<file path="src/rtl/ring_arbiter.sv">
// ---------------------------------------------------------------------------
// ring_arbiter
//
// Four-way round-robin arbiter with a bounded grant length.
//
// While idle, the first active request is granted. The search starts at the
// rotating priority pointer and wraps from bit 3 back to bit 0. A grant is
// held while its owner keeps requesting, for at most MAX_HOLD consecutive
// cycles.
//
// On release the grant drops for one dead cycle, and the pointer moves to the
// requester just after the released owner. If the owner was still requesting
// when the grant hit its length limit, that release is forced and is flagged
// by a one-cycle timeout pulse.
//
// Ports
//   clk       in   1  system clock, rising edge
//   rst       in   1  asynchronous active-high reset
//   req       in   4  level request, bit i = requester i
//   grant     out  4  one-hot grant or zero (registered)
//   grant_id  out  2  index of granted requester, 0 when idle (registered)
//   busy      out  1  high whenever grant is non-zero (registered)
//   timeout   out  1  one-cycle pulse after a forced release (registered)
// ---------------------------------------------------------------------------
module ring_arbiter #(
  parameter int unsigned MAX_HOLD = 8
) (
  input  logic       clk,
  input  logic       rst,
  input  logic [3:0] req,
  output logic [3:0] grant,
  output logic [1:0] grant_id,
  output logic       busy,
  output logic       timeout
);

  // Last legal value of the hold counter. A grant whose counter reaches this
  // value has been asserted for MAX_HOLD cycles.
  localparam logic [3:0] HOLD_LAST = 4'(MAX_HOLD - 1);

  typedef enum logic [0:0] {
    ST_IDLE = 1'b0,
    ST_HOLD = 1'b1
  } state_t;

  state_t     state_q;
  logic [3:0] ptr_q;
  logic [3:0] hold_cnt_q;
  logic [3:0] grant_q;
  logic [1:0] grant_id_q;
  logic       busy_q;
  logic       timeout_q;

  logic [1:0] pick_id_d;
  logic [3:0] pick_grant_d;
  logic [3:0] hold_cnt_d;
  logic [3:0] ptr_d;
  logic       owner_req_d;
  logic       hold_expired_d;

  // Convert the one-hot pointer to a binary index. An illegal pointer falls
  // back to index 0, which matches the reset position.
  function automatic logic [1:0] onehot_to_idx(input logic [3:0] oh);
    logic [1:0] idx;
    case (oh)
      4'b0001: idx = 2'd0;
      4'b0010: idx = 2'd1;
      4'b0100: idx = 2'd2;
      4'b1000: idx = 2'd3;
      default: idx = 2'd0;
    endcase
    return idx;
  endfunction

  // Round-robin pick. Candidates are visited from farthest to nearest
  // relative to base, so the nearest set bit is the last one written. The
  // 2-bit addition wraps naturally from 3 to 0.
  function automatic logic [1:0] rr_pick(input logic [1:0] base,
                                         input logic [3:0] r);
    logic [1:0] cand;
    logic [1:0] sel;
    sel = base;
    for (int i = 3; i >= 0; i--) begin
      cand = base + 2'(i);
      if (r[cand]) begin
        sel = cand;
      end else begin
        sel = sel;
      end
    end
    return sel;
  endfunction

  // Next-state helpers: the arbitration winner, the saturating hold count,
  // and the pointer position that follows the current owner.
  always_comb begin
    pick_id_d      = rr_pick(onehot_to_idx(ptr_q), req);
    pick_grant_d   = 4'b0001 << pick_id_d;
    owner_req_d    = req[grant_id_q];
    hold_expired_d = (hold_cnt_q >= HOLD_LAST);
    if (hold_cnt_q < HOLD_LAST) begin
      hold_cnt_d = hold_cnt_q + 4'd1;
    end else begin
      hold_cnt_d = HOLD_LAST;
    end
    ptr_d = 4'b0001 << (grant_id_q + 2'd1);
  end

  // Arbitration FSM. All outputs are registered here.
  always_ff @(posedge clk or posedge rst) begin
    if (rst) begin
      state_q    <= ST_IDLE;
      ptr_q      <= 4'b0001;
      hold_cnt_q <= 4'd0;
      grant_q    <= 4'b0000;
      grant_id_q <= 2'd0;
      busy_q     <= 1'b0;
      timeout_q  <= 1'b0;
    end else begin
      case (state_q)
        ST_IDLE: begin
          timeout_q <= 1'b0;
          if (req != 4'b0000) begin
            state_q    <= ST_HOLD;
            grant_q    <= pick_grant_d;
            grant_id_q <= pick_id_d;
            busy_q     <= 1'b1;
            hold_cnt_q <= 4'd0;
          end else begin
            state_q    <= ST_IDLE;
            grant_q    <= 4'b0000;
            grant_id_q <= 2'd0;
            busy_q     <= 1'b0;
            hold_cnt_q <= 4'd0;
          end
        end
        ST_HOLD: begin
          if (!owner_req_d || hold_expired_d) begin
            // A release always leaves one dead cycle before the next grant.
            // The pointer passes the released owner, so a force-released
            // requester that is still requesting gets lowest priority.
            state_q    <= ST_IDLE;
            grant_q    <= 4'b0000;
            grant_id_q <= 2'd0;
            busy_q     <= 1'b0;
            hold_cnt_q <= 4'd0;
            ptr_q      <= ptr_d;
            // The pulse is raised only when the owner still wanted the grant.
            timeout_q  <= owner_req_d;
          end else begin
            state_q    <= ST_HOLD;
            hold_cnt_q <= hold_cnt_d;
            timeout_q  <= 1'b0;
          end
        end
        default: begin
          state_q    <= ST_IDLE;
          ptr_q      <= 4'b0001;
          hold_cnt_q <= 4'd0;
          grant_q    <= 4'b0000;
          grant_id_q <= 2'd0;
          busy_q     <= 1'b0;
          timeout_q  <= 1'b0;
        end
      endcase
    end
  end

  assign grant    = grant_q;
  assign grant_id = grant_id_q;
  assign busy     = busy_q;
  assign timeout  = timeout_q;

endmodule

</file>
<file path="config.mk">
export PLATFORM = sky130hd
export DESIGN_NAME = ring_arbiter
export DESIGN_NICKNAME = d
export VERILOG_FILES = /design/src/rtl/ring_arbiter.sv
export SDC_FILE = /design/constraint.sdc
export NUM_CORES = 1
export LEC_CHECK = 0
export CAP_MARGIN = 20
export CORE_MARGIN = 5
export CORE_UTILIZATION = 35
export CTS_CLUSTER_DIAMETER = 100
export DETAILED_ROUTE_END_ITERATION = 10
export RECOVER_POWER = 25
export SYNTH_ARGS = -nofsm -noshare
export SYNTH_HDL_FRONTEND = slang
export SYNTH_SLANG_ARGS = --single-unit
</file>
<file path="constraint.sdc">
create_clock -name clk -period 3.7 [get_ports clk]
set_input_delay 1.11 -clock clk [delete_from_list [all_inputs] [get_ports clk]]
set_output_delay 1.11 -clock clk [all_outputs]
set_load 0.03 [all_outputs]
</file>
# ---- Word-level counts from Yosys, hierarchy flattened
# Index checks and enable logic that the tools add are counted.
dict set report word_totals {
  word_cells 61
  reg_bits 17
  out_inout_bits 8
  inputBits 6
}
dict set report op_classes {
  add_sub_neg 5
  muxes 31
  n_reduce_logical 4
  magnitude_cmp 7
  n_bitwise 1
  n_shift 2
  n_eq_ne 4
}
# op n
set ops {}
lappend ops {{$mux 4} 4}
lappend ops {{$pmux 4 s2} 2}
lappend ops {{$lt 2x3->1 const B} 5}
lappend ops {{$mux 2} 6}
lappend ops {{$bmux 1 s2} 5}
lappend ops {{$mux 1} 9}
lappend ops {{$shl 1x2->4 const A} 2}
lappend ops {{$pmux 1 s2} 3}
lappend ops {{$pmux 2 s3} 1}
lappend ops {{$add 2x1->2 const B} 2}
lappend ops {{$add 2x2->2 const B} 2}
lappend ops {{$add 4x1->4 const B} 1}
lappend ops {{$eq 4x2->1 const B} 1}
lappend ops {{$eq 4x3->1 const B} 1}
lappend ops {{$eq 4x4->1 const B} 1}
lappend ops {{$ge 4x3->1 const B} 1}
lappend ops {{$lt 4x3->1 const B} 1}
lappend ops {{$pmux 2 s2} 1}
lappend ops {{$reduce_bool 4->1} 1}
lappend ops {{$ne 2x1->1 const B} 1}
lappend ops {{$reduce_and 2->1} 1}
lappend ops {{$logic_not 1->1} 1}
lappend ops {{$logic_or 1x1->1} 1}
lappend ops {{$not 1->1} 1}

# ---- Longest topological paths before layout
# Gate-level depths: netlist (run 1).
dict set report depth {
  ltp_word 12
  mapped_depth 7
  ltp_nobuf 6
}

# ---- Worst setup path after synthesis (run 1)
# Ideal clock, no wire load.
dict set report synth_timing {
  path_type {input -> register}
  startpoint {input port req[3]}
  endpoint {register ptr_q[1]}
  setup_ps 125
  stages 3
  arrival_ps 2256
  required_ps 3575
  slack_ps 1319
  n_path_buf 0
  cell_sequence {mux4_2 -> a21boi_1 -> mux2_2}
}
dict set report synth_via {
  elab_chain_len 5
}
# element line_no
set synth_lines {}
lappend synth_lines {{start, declared} 30} ;# input logic [3:0] req,
lappend synth_lines {{$bmux 1 s2} 99} ;# owner_req_d = req[grant_id_q];
lappend synth_lines {{$mux 1 (implied by the code)} 99}
lappend synth_lines {{$logic_not 1->1} 138} ;# if (!owner_req_d || hold_expired_d) begin
lappend synth_lines {{$logic_or 1x1->1} 138}
lappend synth_lines {{$reduce_and 2->1 (no source line)} -}
lappend synth_lines {{end signal, assigned} 147} ;# ptr_q <= ptr_d;
lappend synth_lines {{end, declared} 47} ;# logic [3:0] ptr_q;
# Every way passes these cells. The select of a mux whose other input is x is not followed.
# A chain may end at the register's enable or synchronous reset.

# ---- Final worst setup path (run 1)
dict set report layout_timing {
  startpoint {input port req[0]}
  endpoint {register ptr_q[1]}
}
# The elaborated chain is that of the path after synthesis.

==> impl_metrics.env, run 1 <==
export IMPL_status="complete, no violations"
export IMPL_power_leakage_nw=0.460
export IMPL_dpl_worst_slack_ns=0.648
export IMPL_synthArstFlopShare_pct=100
export IMPL_die_w_um=62.0
export IMPL_period_share_pct=74.3
export IMPL_via_per_inst=5.36
export IMPL_clkSinkCount=17
export IMPL_start_util_pct=37.5
export IMPL_cts_root_buf="clkbuf_4"
export IMPL_worstPathArrival_ns=2.93
export IMPL_drc_errors=0
export IMPL_cts_buffers=3
export IMPL_yosys_warnings=0
export IMPL_antenna_cells=0
export IMPL_clockBufferDepth=2
export IMPL_hold_viol_final=0
export IMPL_gp_congestion=0.924
export IMPL_ioPinCount=14
export IMPL_cellPowerDensity_nw_per_um2=830
export IMPL_die_h_um=62.0
export IMPL_grt_max_degree=18
export IMPL_dpl_cell_count=139
export IMPL_syn_to_final_growth_pct=18.0
export IMPL_slew_viol_final=0
export IMPL_synthTopCellsByCount="dfrtp_1 (16), nand2_1 (11), nor2_1 (9), o21ai_0 (9)"
export IMPL_fin_crit_ns=2.75
export IMPL_cts_tree="built"
export IMPL_critPathLaunchType="primary input"
export IMPL_core_area_sq_um=2520
export IMPL_drive_gt1_share_pct=10.6
export IMPL_synth_seq_area_share_pct=45.2
export IMPL_synthTopCellsByArea="dfrtp_1 (42%), o21ai_0 (4.8%), nand2_1 (4.4%)"
export IMPL_crit_type="primary input to register"
export IMPL_tightestPinTransition_ns=0.633
export IMPL_whs_ns=0.448
export IMPL_critPathTopFamily="multiplexers"
export IMPL_setup_worst_path_end_class="register"
export IMPL_synth_edff_count=0
export IMPL_final_cells=143
export IMPL_yosys_area_top_type="dfrtp_1"
export IMPL_synth_cell_area_sq_um=945
export IMPL_rows=18
export IMPL_num_vias=767
export IMPL_port_buffers=13
export IMPL_path_max_fanout=7
export IMPL_clock_skew_ns=0.00979
export IMPL_syn_area_per_cell_sq_um=9.45
export IMPL_clkLatencyLatePin_ns=0.29
export IMPL_yosysUniqueCellTypes=40
export IMPL_cp_num_buf_inv=1
export IMPL_critPathRequiredTime_ns=3.88
export IMPL_ant_nets=0
export IMPL_htreeDepth=1
export IMPL_post_dp_cell_area_sq_um=1080
export IMPL_postCtsSetupBuffers=0
export IMPL_timing_final_ws_setup_ns=0.949
export IMPL_dp_hpwl_um=1350
export IMPL_cp_cell_sequence="clkdlybuf4s50_1, mux4_2, a21boi_1, mux2_2"
export IMPL_synth_flop_cell="dfrtp_1"
export IMPL_syn_inst=100
export IMPL_hold_buffers=0
export IMPL_setup_viol=0
export IMPL_grt_pass1_wl_um=3280
export IMPL_dieArea_sq_um=3840
export IMPL_cts_clk_slew_worst_paths_ns=0.11
export IMPL_hold_path_class="register to register"
export IMPL_synthMostInstantiatedCell="dfrtp_1"
export IMPL_drv_cap=0
export IMPL_ir_drop_v=0.000475
export IMPL_slowest_stage="clkdlybuf4s50_1"
export IMPL_fmax_ghz=0.364
export IMPL_fin_area_sq_um=1110
export IMPL_rsz0062_at_grt="no"
export IMPL_syn_nets=107
export IMPL_wl_per_cell_um=12.8
export IMPL_grt_util_all_layers_pct=11.7
export IMPL_antenna_found_initial=0
export IMPL_synth_top_area_share_pct=42.4
export IMPL_slew_headroom_pct=57.7
export IMPL_critPathMaxStageDelay_ns=0.52
export IMPL_cts_resized=0
export IMPL_wl_um=1830
export IMPL_drtIter0Drc=33
export IMPL_layout_nets=121
export IMPL_yosys_register_bits=17
export IMPL_fin_setup_tns_ns=0
export IMPL_overflow=0
export IMPL_grt_pass1_vias=728
export IMPL_drtPass1Iterations=4
flip-flops by register name, summed over array words and instances, names as in the netlist:
name,flops
busy,1
grant,4
grant_id,2
hold_cnt_q,4
ptr_q,4
state_q,1
timeout,1
final cells by class:
class / count / area (sq um)
fill: 248 / 1410
clock inverter: 1 / 7.51
multi-input combinational: 74 / 472
tap: 30 / 37.5
timing repair buffer: 13 / 130
clock buffer: 3 / 22.5
inverter: 5 / 18.8
sequential: 17 / 427
routing by layer:
| metal | vias to the layer above | GRT usage [%] | share of wire (%) |
|---|---|---|---|
| li1 | 381 | - | - |
| met1 | 355 | 15.3 | 48 |
| met2 | 27 | 16.7 | 43 |
| met3 | 4 | 5.99 | 7.7 |
| met4 | 0 | 3.64 | 1.3 |
| met5 | - | 0 | 0 |
where the power goes:
group / switching [mW] / total (mW) / internal (mW) / leakage [nW]
registers: 0.0914 / 0.344 / 0.252 / 0.219
logic: 0.260 / 0.479 / 0.220 / 0.227
clock network: 0.0613 / 0.102 / 0.0411 / 0.0139
worst reg2reg max path, stage by stage (launching register included):
cell and delay, ns:
dfrtp_1 0.53, or3_1 0.39, a31oi_1 0.18, a41oi_1 0.09, a22oi_2 0.24, mux2_2 0.37, o21ai_1 0.13
kinds of logic (layout without fill, tap and decap cells):
logic type	count (synthesis)	in the layout	synth area share (%)
xor+xnor	2	2	1.85
flops	17	17	45.2
simple gates	38	38	21.5
fa+ha+maj	1	1	1.32
mux	5	5	6.89
compound gates	28	28	18.4
buf+inv	9	22	4.90
placed cells by master (no fill, tap or decap), drive strengths merged, types with 2 or more instances in the layout:
cell	n
nand2	11
or2	2
clkdlybuf4s50	12
o21ai	14
or3	2
nor3	2
xnor2	2
nand3	2
nand3b	3
nor2	9
clkbuf	3
inv	5
dfrtp	16
a31oi	2
a22oi	2
mux2i	2
a21oi	3
mux2	2
metrics by stage:
stage          utilization [%]  power, mW
3_5_place_dp              43.0      0.827
2_1_floorplan                -      0.708
3_3_place_gp              43.0      0.827
5_1_grt                   44.2       1.01
4_1_cts                   44.2      0.938
6_report                  44.2      0.925
final timing paths:
check | startpoint | to | slack, ns | cells after the start
worst max-delay path | req[0] | ptr_q[1] | 0.95 | 4
worst min-delay path | hold_cnt_q[3] | hold_cnt_q[2] | 0.45 | 1
worst max register to register | ptr_q[1] | grant[1] | 1.71 | 6
worst min register to register | hold_cnt_q[3] | hold_cnt_q[2] | 0.45 | 1
max in group asynchronous | rst | timeout | 1.97 | 2
min in group asynchronous | rst | busy | 1.32 | 2
Power figures use the tool's default switching activity.
==> run 2, diff against run 1 <==
==> constraint.sdc (replaced) <==
create_clock -name clk -period 2.65 [get_ports clk]
set_input_delay 0.795 -clock clk [delete_from_list [all_inputs] [get_ports clk]]
set_output_delay 0.795 -clock clk [all_outputs]
set_load 0.03 [all_outputs]
==> impl_metrics.env, run 2 (synthesis gave the netlist of run 1 again) <==
export IMPL_status="complete, no violations"
export IMPL_startpoint="req[1]"
export IMPL_clockBufferDepth=2
export IMPL_grt_pass1_wl_um=3480
export IMPL_hold_buffers=0
export IMPL_whs_ns=0.433
export IMPL_drive_gt1_share_pct=14.4
export IMPL_dieArea_sq_um=3840
export IMPL_setup_worst_path_end_class="register"
export IMPL_die_h_um=62.0
export IMPL_wl_per_cell_um=13.2
export IMPL_path_max_fanout=4
export IMPL_cellPowerDensity_nw_per_um2=1140
export IMPL_core_area_sq_um=2520
export IMPL_rsz0062_at_grt="no"
export IMPL_fin_crit_ns=2.30
export IMPL_post_dp_cell_area_sq_um=1120
export IMPL_ioPinCount=14
export IMPL_hold_viol_final=0
export IMPL_maxUsedRoutingLayer="met4"
export IMPL_syn_to_final_growth_pct=21.7
export IMPL_drv_cap=0
export IMPL_grt_util_all_layers_pct=12.1
export IMPL_clkLatencyLatePin_ns=0.29
export IMPL_r2r_end="grant[1]"
export IMPL_worstPathArrival_ns=2.52
export IMPL_hold_path_class="register to register"
export IMPL_overflow=0
export IMPL_combPwrFrac_pct=53.0
export IMPL_p_clk_share_pct=10.2
export IMPL_fin_setup_tns_ns=0
export IMPL_grt_max_degree=18
export IMPL_tightestPinTransition_ns=0.633
export IMPL_n_fill_cell=268
export IMPL_final_cell_mix="dfrtp_1 (16), clkdlybuf4s50_1 (12), nand2_1 (11), nor2_1 (9), o21ai_0 (9)"
export IMPL_wl_met3_um=110
export IMPL_drtIter0Drc=9
export IMPL_die_w_um=62.0
export IMPL_period_share_pct=86.8
export IMPL_power_leakage_nw=0.489
export IMPL_critPathLaunchType="primary input"
export IMPL_p_switching_mw=0.577
export IMPL_r2r_start="ptr_q[1]"
export IMPL_clkSinkCount=17
export IMPL_reg2regPathDepth=6
export IMPL_sw_frac_of_total_pct=44.0
export IMPL_antenna_cells=0
export IMPL_drc_errors=0
export IMPL_dr_wl_met2_um=842
export IMPL_fmax_ghz=0.435
export IMPL_gp_congestion=0.919
export IMPL_fin_area_sq_um=1150
export IMPL_cts_buffers=3
export IMPL_endpoint="grant[1]"
export IMPL_crit_type="primary input to register"
export IMPL_htreeDepth=1
export IMPL_postCtsSetupBuffers=0
export IMPL_cts_clk_slew_worst_paths_ns=0.09
export IMPL_via_per_inst=5.39
export IMPL_drtPass1Iterations=3
export IMPL_slew_viol_final=0
export IMPL_grt_pass1_vias=772
export IMPL_reg2reg_setup_slack_ns=0.60
export IMPL_num_vias=797
export IMPL_dp_hpwl_um=1490
export IMPL_wl_um=1960
export IMPL_rows=18
export IMPL_layout_nets=126
export IMPL_power_frac_seq_pct=36.8
export IMPL_cts_resized=0
export IMPL_ir_drop_v=0.000807
export IMPL_start_util_pct=37.5
export IMPL_antenna_found_initial=0
export IMPL_cts_tree="built"
export IMPL_intPower_mw=0.735
export IMPL_cts_root_buf="clkbuf_4"
export IMPL_port_buffers=13
export IMPL_ant_nets=0
export IMPL_slew_headroom_pct=57.7
export IMPL_wl_met1_um=993
export IMPL_critPathRequiredTime_ns=2.87
export IMPL_clock_skew_ns=0.00210
export IMPL_setup_viol=0
export IMPL_final_common_cell="dfrtp_1"
-- run 2: changes by cell type in the layout (fill, tap and decap cells not counted), sizes merged --
cell      before  now
buf            0    5
clkinvlp       1    0
clkinv         0    1
-- run 2: worst max-delay path, cell delays in order --
cell and delay, ns:
clkdlybuf4s50_1 0.45, or3b_1 0.38, o31ai_1 0.07, a22oi_1 0.11
a22oi_2 0.19, mux2_2 0.37, o21ai_1 0.14
-- run 2: routing by layer --
metal | up-vias | track usage, %
met3 | 2 | 4.13
met5 | - | 0
met1 | 388 | 16.9
met4 | 0 | 2.73
li1 | 391 | -
met2 | 16 | 18.2
-- run 2: worst min-delay path by stage --
stage | start | end | slack, ns | cells after the start
finish | hold_cnt_q[3] | hold_cnt_q[2] | 0.43 | 1
detailed placement | hold_cnt_q[3] | hold_cnt_q[2] | 0.43 | 1
floorplan | hold_cnt_q[3] | hold_cnt_q[2] | 0.41 | 1
global route | hold_cnt_q[3] | hold_cnt_q[2] | 0.45 | 1
CTS | hold_cnt_q[3] | hold_cnt_q[2] | 0.44 | 1
global placement | hold_cnt_q[3] | hold_cnt_q[2] | 0.42 | 1
-- run 2: power by group through the flow --
stage          Sequential [mW]  Combinational (mW)  Clock, mW
3_3_place_gp             0.486               0.689          0
6_report                 0.483               0.696      0.134
4_1_cts                  0.483               0.700      0.140
2_1_floorplan            0.502               0.487          0
5_1_grt                  0.509               0.762      0.152
3_5_place_dp             0.487               0.696          0
-- run 2: metrics by stage --
| step | util (%) | worst slack, ns | cells | power (mW) |
|---|---|---|---|---|
| floorplan | - | 0.584 | 100 | 0.989 |
| global placement | 44.5 | 0.0726 | 144 | 1.18 |
| detailed placement | 44.5 | 0.0285 | 144 | 1.18 |
| CTS | 45.6 | 0.335 | 148 | 1.32 |
| global route | 45.6 | 0.249 | 148 | 1.42 |
| finish | 45.6 | 0.350 | 148 | 1.31 |
-- run 2: final cells by class --
class	count	area (sq um)	area share [%]
multi-input cells	74	472	41.0
flip-flops and latches	17	427	37.1
repair buffers	18	168	14.6
well taps	30	37.5	3.26
clock buffers	3	22.5	1.96
inverters	5	18.8	1.63
clock inverters	1	5.00	0.435
==> run 3, diff against run 2 <==
--- a/config.mk
+++ b/config.mk
@@ -10,7 +10,9 @@
 export CORE_UTILIZATION = 35
 export CTS_CLUSTER_DIAMETER = 100
 export DETAILED_ROUTE_END_ITERATION = 10
+export MAX_ROUTING_LAYER = met4
 export RECOVER_POWER = 25
+export SLEW_MARGIN = 10
 export SYNTH_ARGS = -nofsm -noshare
 export SYNTH_HDL_FRONTEND = slang
 export SYNTH_SLANG_ARGS = --single-unit
==> constraint.sdc (replaced) <==
create_clock -name clk -period 1.95 [get_ports clk]
set_input_delay 0.585 -clock clk [delete_from_list [all_inputs] [get_ports clk]]
set_output_delay 0.585 -clock clk [all_outputs]
set_load 0.03 [all_outputs]
==> impl_metrics.env, run 3 (synthesis gave the netlist of run 1 again) <==
export IMPL_postCtsSetupBuffers=0
export IMPL_hold_path_class="register to register"
export IMPL_status="complete, no violations"
export IMPL_die_w_um=62.0
export IMPL_wl_per_cell_um=13.5
export IMPL_setup_viol=0
export IMPL_setup_worst_path_end_class="register"
export IMPL_critPathMaxStageDelay_ns=0.39
export IMPL_num_vias=845
export IMPL_slowest_stage="or3b_1"
export IMPL_final_cells=158
export IMPL_wl_um=2140
export IMPL_cellPowerDensity_nw_per_um2=1570
export IMPL_worstPathArrival_ns=2.15
export IMPL_htreeDepth=1
export IMPL_grt_max_degree=18
export IMPL_die_h_um=62.0
export IMPL_cts_clk_slew_worst_paths_ns=0.10
export IMPL_drv_cap=0
export IMPL_port_buffers=13
export IMPL_dieArea_sq_um=3840
export IMPL_syn_to_final_growth_pct=34.0
export IMPL_antenna_cells=0
export IMPL_drc_errors=0
export IMPL_fmax_ghz=0.519
export IMPL_whs_ns=0.450
export IMPL_period_share_pct=98.8
export IMPL_sw_frac_of_total_pct=42.8
export IMPL_overflow=0
export IMPL_critPathTopFamily="compound AO/OA/AOI/OAI gates"
export IMPL_power_mw=1.98
export IMPL_power_leakage_nw=0.628
export IMPL_final_cell_mix="dfrtp_1 (14), buf_4 (14), nand2_1 (11), nor2_1 (9), o21ai_0 (9)"
export IMPL_drtIter0Drc=17
export IMPL_via_per_inst=5.35
export IMPL_combPwrFrac_pct=60.5
export IMPL_cts_tree="built"
export IMPL_p_clk_share_pct=9.4
export IMPL_fin_crit_ns=1.93
export IMPL_ant_nets=0
export IMPL_crit_type="primary input to register"
export IMPL_dp_hpwl_um=1610
export IMPL_utilization_pct=50.2
export IMPL_critPathRequiredTime_ns=2.17
export IMPL_fin_setup_tns_ns=0
export IMPL_rsz0062_at_grt="yes"
export IMPL_start_util_pct=37.5
export IMPL_core_area_sq_um=2520
export IMPL_grt_pass1_vias=815
export IMPL_antenna_found_initial=0
export IMPL_grt_util_all_layers_pct=12.6
export IMPL_clockBufferDepth=2
export IMPL_p_switching_mw=0.850
export IMPL_drive_gt1_share_pct=26.6
export IMPL_critPathLaunchType="primary input"
export IMPL_ir_drop_v=0.00100
export IMPL_slew_viol_final=0
export IMPL_dpl_cell_count=154
export IMPL_clkSinkCount=17
export IMPL_drtPass1Iterations=5
export IMPL_tightestPinTransition_ns=0.886
export IMPL_grt_pass1_wl_um=3550
export IMPL_gp_congestion=0.904
export IMPL_path_max_fanout=4
export IMPL_hold_buffers=0
export IMPL_slew_headroom_pct=40.9
export IMPL_power_frac_seq_pct=30.2
export IMPL_rows=18
export IMPL_clock_skew_ns=0.00690
export IMPL_intPower_mw=1.13
export IMPL_clkLatencyLatePin_ns=0.29
export IMPL_cp_cell_sequence="dlygate4sd2_1, or3b_1, o31ai_2, a22oi_1, a22oi_2, mux2_4, o21ai_1"
export IMPL_hold_viol_final=0
export IMPL_cp_num_buf_inv=1
export IMPL_cts_root_buf="clkbuf_4"
export IMPL_ioPinCount=14
export IMPL_layout_nets=136
export IMPL_cts_buffers=3
-- run 3: stage by stage --
step	setup slack [ns]	cell area (sq um)
detailed placement	-0.467	1200
finish	0.0231	1270
floorplan	0.0942	946
global placement	-0.428	1200
CTS	0.00886	1230
global route	-0.0150	1270
-- run 3: worst reg2reg max path: cells and delay by family (launching register included) --
family,cells,cell delay (ns)
compound gates,4,0.67
flops,1,0.46
simple gates,1,0.37
mux,1,0.33
-- run 3: final cells by class --
class                      instances  area, sq um
clock inverter                     1         5.00
multi-input combinational         74          507
sequential                        17          429
inverter                           5         18.8
clock buffer                       3         22.5
fill                             243         1260
timing repair buffer              28          246
tap                               30         37.5
-- run 3: layer usage --
| layer | share of wire [%] | vias to the layer above | GRT usage [%] |
|---|---|---|---|
| met5 | 0 | - | - |
| met4 | 0.28 | 0 | 0.909 |
| met3 | 6.0 | 2 | 3.72 |
| met2 | 46 | 28 | 19.7 |
| met1 | 48 | 403 | 16.8 |
| li1 | - | 412 | - |
-- run 3: power by group through the flow --
stage | clock network, mW | registers, mW | logic [mW]
after detailed placement | 0 | 0.604 | 1.12
after CTS | 0.193 | 0.598 | 1.13
final | 0.186 | 0.598 | 1.20
after floorplan | 0 | 0.684 | 0.661
after global placement | 0 | 0.601 | 1.11
after global routing | 0.208 | 0.621 | 1.32
-- run 3: worst paths after layout --
kind                                    start             to  slack, ns  cells after the start
worst min register to register  hold_cnt_q[3]  hold_cnt_q[2]       0.45                      1
max in group asynchronous                 rst       ptr_q[1]       0.37                      3
min in group asynchronous                 rst           busy       0.97                      3
worst max register to register       ptr_q[1]       grant[1]       0.06                      6
worst max-delay path                   req[1]       grant[1]       0.02                      7
worst min-delay path            hold_cnt_q[3]  hold_cnt_q[2]       0.45                      1
-- run 3: timing repair --
item | CTS | global route
resized for setup | 6 | 11
setup endpoints to repair | 8 | 11
pin swaps | 2 | 3
